[src/rtl/vga_scan.sv]
// vga_scan: VGA timing generator that shows a 256x256 pixel buffer window, gated per frame by buffer completion
module vga_scan #(
    parameter int H_ACTIVE = 640,
    parameter int H_FP     = 16,
    parameter int H_SYNC   = 96,
    parameter int H_BP     = 48,
    parameter int V_ACTIVE = 480,
    parameter int V_FP     = 10,
    parameter int V_SYNC   = 2,
    parameter int V_BP     = 33,
    parameter int IMG_X0   = 192,
    parameter int IMG_Y0   = 112
) (
    input  logic        clk,
    input  logic        rst,
    input  logic        pix_en,
    input  logic        complete,
    output logic [15:0] vga_addr,
    input  logic [7:0]  vga_data,
    output logic        hsync,
    output logic        vsync,
    output logic [3:0]  red,
    output logic [3:0]  green,
    output logic [3:0]  blue,
    output logic        frame_done
);
    localparam int H_TOTAL = H_ACTIVE + H_FP + H_SYNC + H_BP;
    localparam int V_TOTAL = V_ACTIVE + V_FP + V_SYNC + V_BP;
    localparam int HW = $clog2(H_TOTAL);
    localparam int VW = $clog2(V_TOTAL);
    localparam logic [HW-1:0] H_LAST = HW'(H_TOTAL - 1);
    localparam logic [VW-1:0] V_LAST = VW'(V_TOTAL - 1);

    logic [HW-1:0] h_cnt_q, h_cnt_d;
    logic [VW-1:0] v_cnt_q, v_cnt_d;
    logic          hsync_q, hsync_d;
    logic          vsync_q, vsync_d;
    logic          disp_en_q, disp_en_d;
    logic          frame_done_q, frame_done_d;
    logic [3:0]    colour_q, colour_d;
    logic [31:0]   h_x, v_y;
    logic          h_last, wrap, in_img, active, hs_n, vs_n;

    // Decode the current counter position into window, active-area and sync flags plus the buffer address
    always_comb begin
        h_x      = 32'(h_cnt_q);
        v_y      = 32'(v_cnt_q);
        h_last   = h_cnt_q == H_LAST;
        wrap     = h_last && v_cnt_q == V_LAST;
        in_img   = h_x >= IMG_X0 && h_x < IMG_X0 + 256 && v_y >= IMG_Y0 && v_y < IMG_Y0 + 256;
        active   = h_x < H_ACTIVE && v_y < V_ACTIVE;
        hs_n     = !(h_x >= H_ACTIVE + H_FP && h_x < H_ACTIVE + H_FP + H_SYNC);
        vs_n     = !(v_y >= V_ACTIVE + V_FP && v_y < V_ACTIVE + V_FP + V_SYNC);
        vga_addr = in_img ? {8'(v_y - 32'(IMG_Y0)), 8'(h_x - 32'(IMG_X0))} : 16'h0000;
    end

    // Next state: advance counters and capture this pixel's sync/colour on each pixel enable
    always_comb begin
        h_cnt_d      = pix_en ? (h_last ? '0 : h_cnt_q + HW'(1)) : h_cnt_q;
        v_cnt_d      = (pix_en && h_last) ? (wrap ? '0 : v_cnt_q + VW'(1)) : v_cnt_q;
        hsync_d      = pix_en ? hs_n : hsync_q;
        vsync_d      = pix_en ? vs_n : vsync_q;
        colour_d     = pix_en ? ((in_img && active && disp_en_q) ? vga_data[7:4] : 4'h0) : colour_q;
        disp_en_d    = (pix_en && wrap) ? complete : disp_en_q;
        frame_done_d = pix_en && wrap;
    end

    // State registers with synchronous active-low reset
    always_ff @(posedge clk) begin
        if (!rst) begin
            h_cnt_q      <= '0;
            v_cnt_q      <= '0;
            hsync_q      <= 1'b1;
            vsync_q      <= 1'b1;
            colour_q     <= 4'h0;
            disp_en_q    <= 1'b0;
            frame_done_q <= 1'b0;
        end else begin
            h_cnt_q      <= h_cnt_d;
            v_cnt_q      <= v_cnt_d;
            hsync_q      <= hsync_d;
            vsync_q      <= vsync_d;
            colour_q     <= colour_d;
            disp_en_q    <= disp_en_d;
            frame_done_q <= frame_done_d;
        end
    end

    assign hsync      = hsync_q;
    assign vsync      = vsync_q;
    assign red        = colour_q;
    assign green      = colour_q;
    assign blue       = colour_q;
    assign frame_done = frame_done_q;
endmodule

[config.mk]
export PLATFORM = sky130hd
export DESIGN_NAME = vga_scan
export DESIGN_NICKNAME = d
export VERILOG_FILES = /design/src/rtl/vga_scan.sv
export SDC_FILE = /design/constraint.sdc
export NUM_CORES = 1
export LEC_CHECK = 0
export ABC_AREA = 1
export ABC_CLOCK_PERIOD_IN_PS = 1700
export BUFFER_PORTS_ARGS = -buffer_cell sky130_fd_sc_hd__buf_2
export CAP_MARGIN = 20
export CORE_MARGIN = 1
export CORE_UTILIZATION = 42
export CTS_CLUSTER_SIZE = 30
export DETAILED_ROUTE_END_ITERATION = 10
export GPL_ROUTABILITY_DRIVEN = 0
export PLACE_DENSITY_LB_ADDON = 0.25
export SETUP_SLACK_MARGIN = 0.3
export SLEW_MARGIN = 20
export SYNTH_ARGS = -nofsm -noshare
export SYNTH_HDL_FRONTEND = slang
export SYNTH_SLANG_ARGS = --single-unit
export TNS_END_PERCENT = 10
[constraint.sdc]
create_clock -name clk -period 1.7 [get_ports clk]
set_input_delay 0.17 -clock clk [delete_from_list [all_inputs] [get_ports clk]]
set_output_delay 0.17 -clock clk [all_outputs]
set_load 0.05 [all_outputs]
### Yosys cells after proc, flatten, opt, wreduce, memory -nomap -nowiden

Cells that the tools add are included.

* register bits: 28
* bits of input ports: 12
* output and inout port bits: 31
* logic and storage cells: 40

* add/sub/neg operators: 4
* order comparisons: 10
* equality and inequality tests: 2
* multiplexer cells: 4
* reductions and logical operators: 13

Operator list (number)
* 10-bit by 9-bit less-than comparator with 1-bit output (second input constant): 4
* 10-bit by 1-bit adder with 10-bit output (second input constant): 2
* 10-bit equality test (second input constant): 2
* 10-bit less-than comparator (second input constant): 2
* 10-bit two-way mux: 2
* 16-bit two-way mux: 1
* 1-bit logical AND: 11
* 10-bit >= comparator (second input constant): 1
* 10-bit by 7-bit >= comparator with 1-bit output (second input constant): 1
* 10-bit by 8-bit >= comparator with 1-bit output (second input constant): 1
* 10-bit by 9-bit >= comparator with 1-bit output (second input constant): 1
* 8-bit by 7-bit subtractor with 8-bit output (second input constant): 1
* 8-bit subtractor (second input constant): 1
* 4-bit two-way mux: 1
* 1-bit logical NOT: 2

### Logic depth before layout (Yosys ltp)

* depth in word-level cells: 7
* mapped depth: 11
* depth with buffers taken out: 11

### Worst setup path after synthesis

No wires, ideal clock.

* path kind: register to output
* from: register v_cnt_q[5]
* to: output vga_addr[14]
* data arrival time: 2.055 ns
* required time: 1.530 ns
* slack: -0.525 ns
* stages on the path, launching flop included: 8
* buffers on the path: 0
* path through: dfxtp_1 -> ha_1 -> nand2_1 -> inv_1 -> nand2_1 -> nand3_1 -> nand2_2 -> nor3_1

* cells in the longest elaborated chain, start to end: 4
* elaborated cells on any way between the ends: 6
* those cells by class: add/sub (1); order compare (2); mux (1); reduce/logical (2)

Ends and longest elaborated chain
* start, declared: RTL line 35 `logic [VW-1:0] v_cnt_q, v_cnt_d;`
* start signal, assigned: RTL line 80 `v_cnt_q <= v_cnt_d;`
* 10-bit by 7-bit >= comparator with 1-bit output: RTL line 50 `in_img = h_x >= IMG_X0 && h_x < IMG_X0 + 256 && v_y >= IMG_Y0 && v_y < IMG_Y0 + 256;`
* 1-bit logical AND (2 in series): RTL line 50
* 16-bit two-way mux (*): RTL line 54 `vga_addr = in_img ? {8'(v_y - 32'(IMG_Y0)), 8'(h_x - 32'(IMG_X0))} : 16'h0000;`
* end, declared: RTL line 18 `output logic [15:0] vga_addr,`

Mark *: on every way between the ends. The rest lies on a longest branch, timed or not.

### Worst setup path after layout

* from: register h_cnt_q[6]
* to: output vga_addr[14]

* cells in the longest elaborated chain, start to end: 5
* elaborated cells on any way between the ends: 6
* those cells by class: order compare (2); mux (1); reduce/logical (3)

Ends and longest elaborated chain
* start, declared: RTL line 34 `logic [HW-1:0] h_cnt_q, h_cnt_d;`
* start signal, assigned: RTL line 79 `h_cnt_q <= h_cnt_d;`
* 10-bit by 8-bit >= comparator with 1-bit output or 10-bit by 9-bit less-than comparator with 1-bit output (tied branches): RTL line 50
* 1-bit logical AND (*) (3 in series): RTL line 50
* 16-bit two-way mux (*): RTL line 54

Marks and branches as above.

==> out/summary.txt <==
status - complete, but fails checks
violated checks - setup timing
unrepaired setup endpoints after global routing - true
Starting Density - 0.439
Period minus WS final - 1850 ps
Synth cell types - 27
CTS Buf Count - 3
reg-to-reg startpoint - v_cnt_q[4]
nets@finish - 341
antenna viol nets, final - 0
post-synthesis cell count - 268
crit path kind - reg2out
overall power - 0.00130 W
Hold Path End - disp_en_q
Rel. slew slack - 0.712
Max Clock Skew - 2.80 ps
Ys Warns - 0
Fmax achieved - 541 MHz
Final setup viols - 16
total die area - 4480 sq um
initial antenna violation count - 0
startpoint types - register
aggregate global-route resource usage - 0.204
largest net degree at the start of global routing - 19
Clock Path Buffers - 2
# IOs - 43
core area - 4030 sq um
crit share post-route - 1.09
DR iter-0 viols - 103
CP Capture Type - output pin
synthesized netlist net count - 290
crit path DAT - 1680 ps
Fin. Hold Viols - 0
worst path required time - 1530 ps
via count - 1,769
Antenna Cells - 0
TritonRoute pass-1 iters - 4
H-tree depth - 1
reg-to-reg endpoint - v_cnt_q[6]
CTS tree - yes
Worst Max-Slew Pin Slew - 432 ps
Cell Count, Final, Fillers Out - 368
clock sink count - 28
pwr dens - 500 nW/um^2
PortBufs - 38
Max Cap Viol - 0
Die W - 66.9 um
DRC errors left - 0
routed vias/inst - 4.81
syn avg cell area - 6.61 sq um
Reg2Reg Depth - 12
Die Ht - 66.9 um
crit-path max FO - 5
Worst VDD drop - 0.607 mV
flop2flop setup slack - 130 ps
max-slew violations - 0
Cell Area, Synth - 1770 sq um
post-synthesis register bit count - 28
WL/cell - 12.1 um
final setup margin - -148 ps
layout cells sized above 1 - 0.406
Post-Route WL - 4440 um
GRT Residual Overflow - 0
Hold Crit Depth - 3
Core Rows - 23
synthesis-to-layout area growth - 46.6%
Fillers - 363
hold_buf cts - 0
Clock transition at path regs - 110 ps
hold path startpoint - complete
first-pass GRT wire length - 6810 um
register area share after synthesis - 0.317
Leak - 1.09 nW
hold crit path type - in2reg
vias in the first global route - 1,507
Cells after DPL - 354
post-DP HPWL - 3160 um
clock latency on the worst-skew pair - 280 ps
Root Driver - clkbuf_8
-- critical path: stages, from the launching register on --
cell and delay (ps):
dfxtp_4 370, ha_4 170, nand2_1 80, nand2_2 70, nor2_4 100, nand2_4 120, buf_6 140, nor3_4 170
buf_6 170
-- area by class of cell --
| class | count | area [sq um] | area share |
|---|---|---|---|
| inverter | 41 | 156 | 0.0602 |
| sequential | 28 | 573 | 0.221 |
| clock buffer | 4 | 66.3 | 0.0255 |
| multi-input combinational | 187 | 1240 | 0.477 |
| tap | 50 | 62.6 | 0.0241 |
| timing repair buffer | 58 | 500 | 0.193 |
-- cell families (layout without fill, tap and decap cells) --
kind of cell | after synthesis | in the layout | synth area share
buf+inv | 53 | 103 | 0.132
xor+xnor | 6 | 6 | 0.0297
simple gates | 146 | 146 | 0.375
compound gates | 25 | 25 | 0.0756
fa+ha+maj | 10 | 10 | 0.0707
flops | 28 | 28 | 0.317
-- metal layers --
metal,global-route usage,routed length (um),share of wire
met4,0.0479,21,0.0047
met5,0,0,0
met2,0.348,2280,0.51
met3,0.0428,116,0.026
met1,0.258,2020,0.46
-- flip-flops by register name (all words and copies together) (netlist names) --
signal / flops
disp_en_q: 1
blue: 4
hsync: 1
v_cnt_q: 10
frame_done: 1
h_cnt_q: 10
vsync: 1
-- where the power goes --
part           total (W)  internal, W  switching (W)
sequential      0.000669     0.000661     0.00000809
clock           0.000493     0.000257       0.000236
combinational   0.000136    0.0000325       0.000103
-- Yosys cell counts --
library cell	n	area [sq um]
clkbuf_1	2	7.51
nand2_1	55	206
ha_1	10	125
a31oi_1	1	6.26
dfxtp_1	28	561
inv_2	4	15.0
nor2_2	6	37.5
nor2_1	49	184
inv_1	37	139
nand3_2	1	10.0
buf_2	1	5.00
o21ai_1	2	10.0
nand3_4	1	17.5
nand4_1	6	37.5
a211oi_1	1	7.51
nor3_1	5	25.0
o21a_1	1	7.51
nand2_4	1	11.3
nor2_4	1	11.3
o21ai_0	10	50.1
buf_4	9	67.6
a21oi_1	9	45.0
xor2_1	6	52.6
nand2_2	6	37.5
o211ai_1	1	7.51
nor3_4	1	16.3
nand3_1	14	70.1
-- worst max-delay path by stage --
stage	start	end	slack, ps
5_1_grt	h_cnt_q[6]	vga_addr[14]	-260
6_report	h_cnt_q[6]	vga_addr[14]	-150
3_5_place_dp	h_cnt_q[6]	vga_addr[1]	50
4_1_cts	h_cnt_q[7]	vga_addr[7]	-160
3_3_place_gp	h_cnt_q[6]	vga_addr[3]	60
2_1_floorplan	v_cnt_q[4]	vga_addr[10]	160
-- timing repair --
item | CTS | global route
pin swaps | 12 | 20
gates cloned | 1 | 0
gates resized for setup | 45 | 27
setup buffers | 5 | 4
endpoints found under the setup margin | 39 | 42
-- placed cells by master (no fill, tap or decap), types with 5 or more instances in the layout --
cell	count
nand3_1	13
inv_1	33
o21ai_0	9
buf_2	22
nor2_2	8
ha_1	7
xor2_1	5
nor2_1	28
nand2_1	49
inv_2	7
nand2_2	10
nand4_1	6
a21oi_1	6
dfxtp_1	24
buf_6	16
nor2_4	20
buf_4	15
-- metrics by stage --
stage          setup TNS [ps]  area (sq um)  hold slack (ps)   util  setup WS [ps]
4_1_cts                 -2100          2480             83.3  0.615           -156
6_report                -1160          2600             82.1  0.644           -148
3_5_place_dp                0          2190              381  0.544           47.4
5_1_grt                 -2630          2600             93.8  0.644           -256
2_1_floorplan               0          1930              289      -            162
3_3_place_gp                0          2190              374  0.544           60.0
Power figures use the tool's default switching activity.
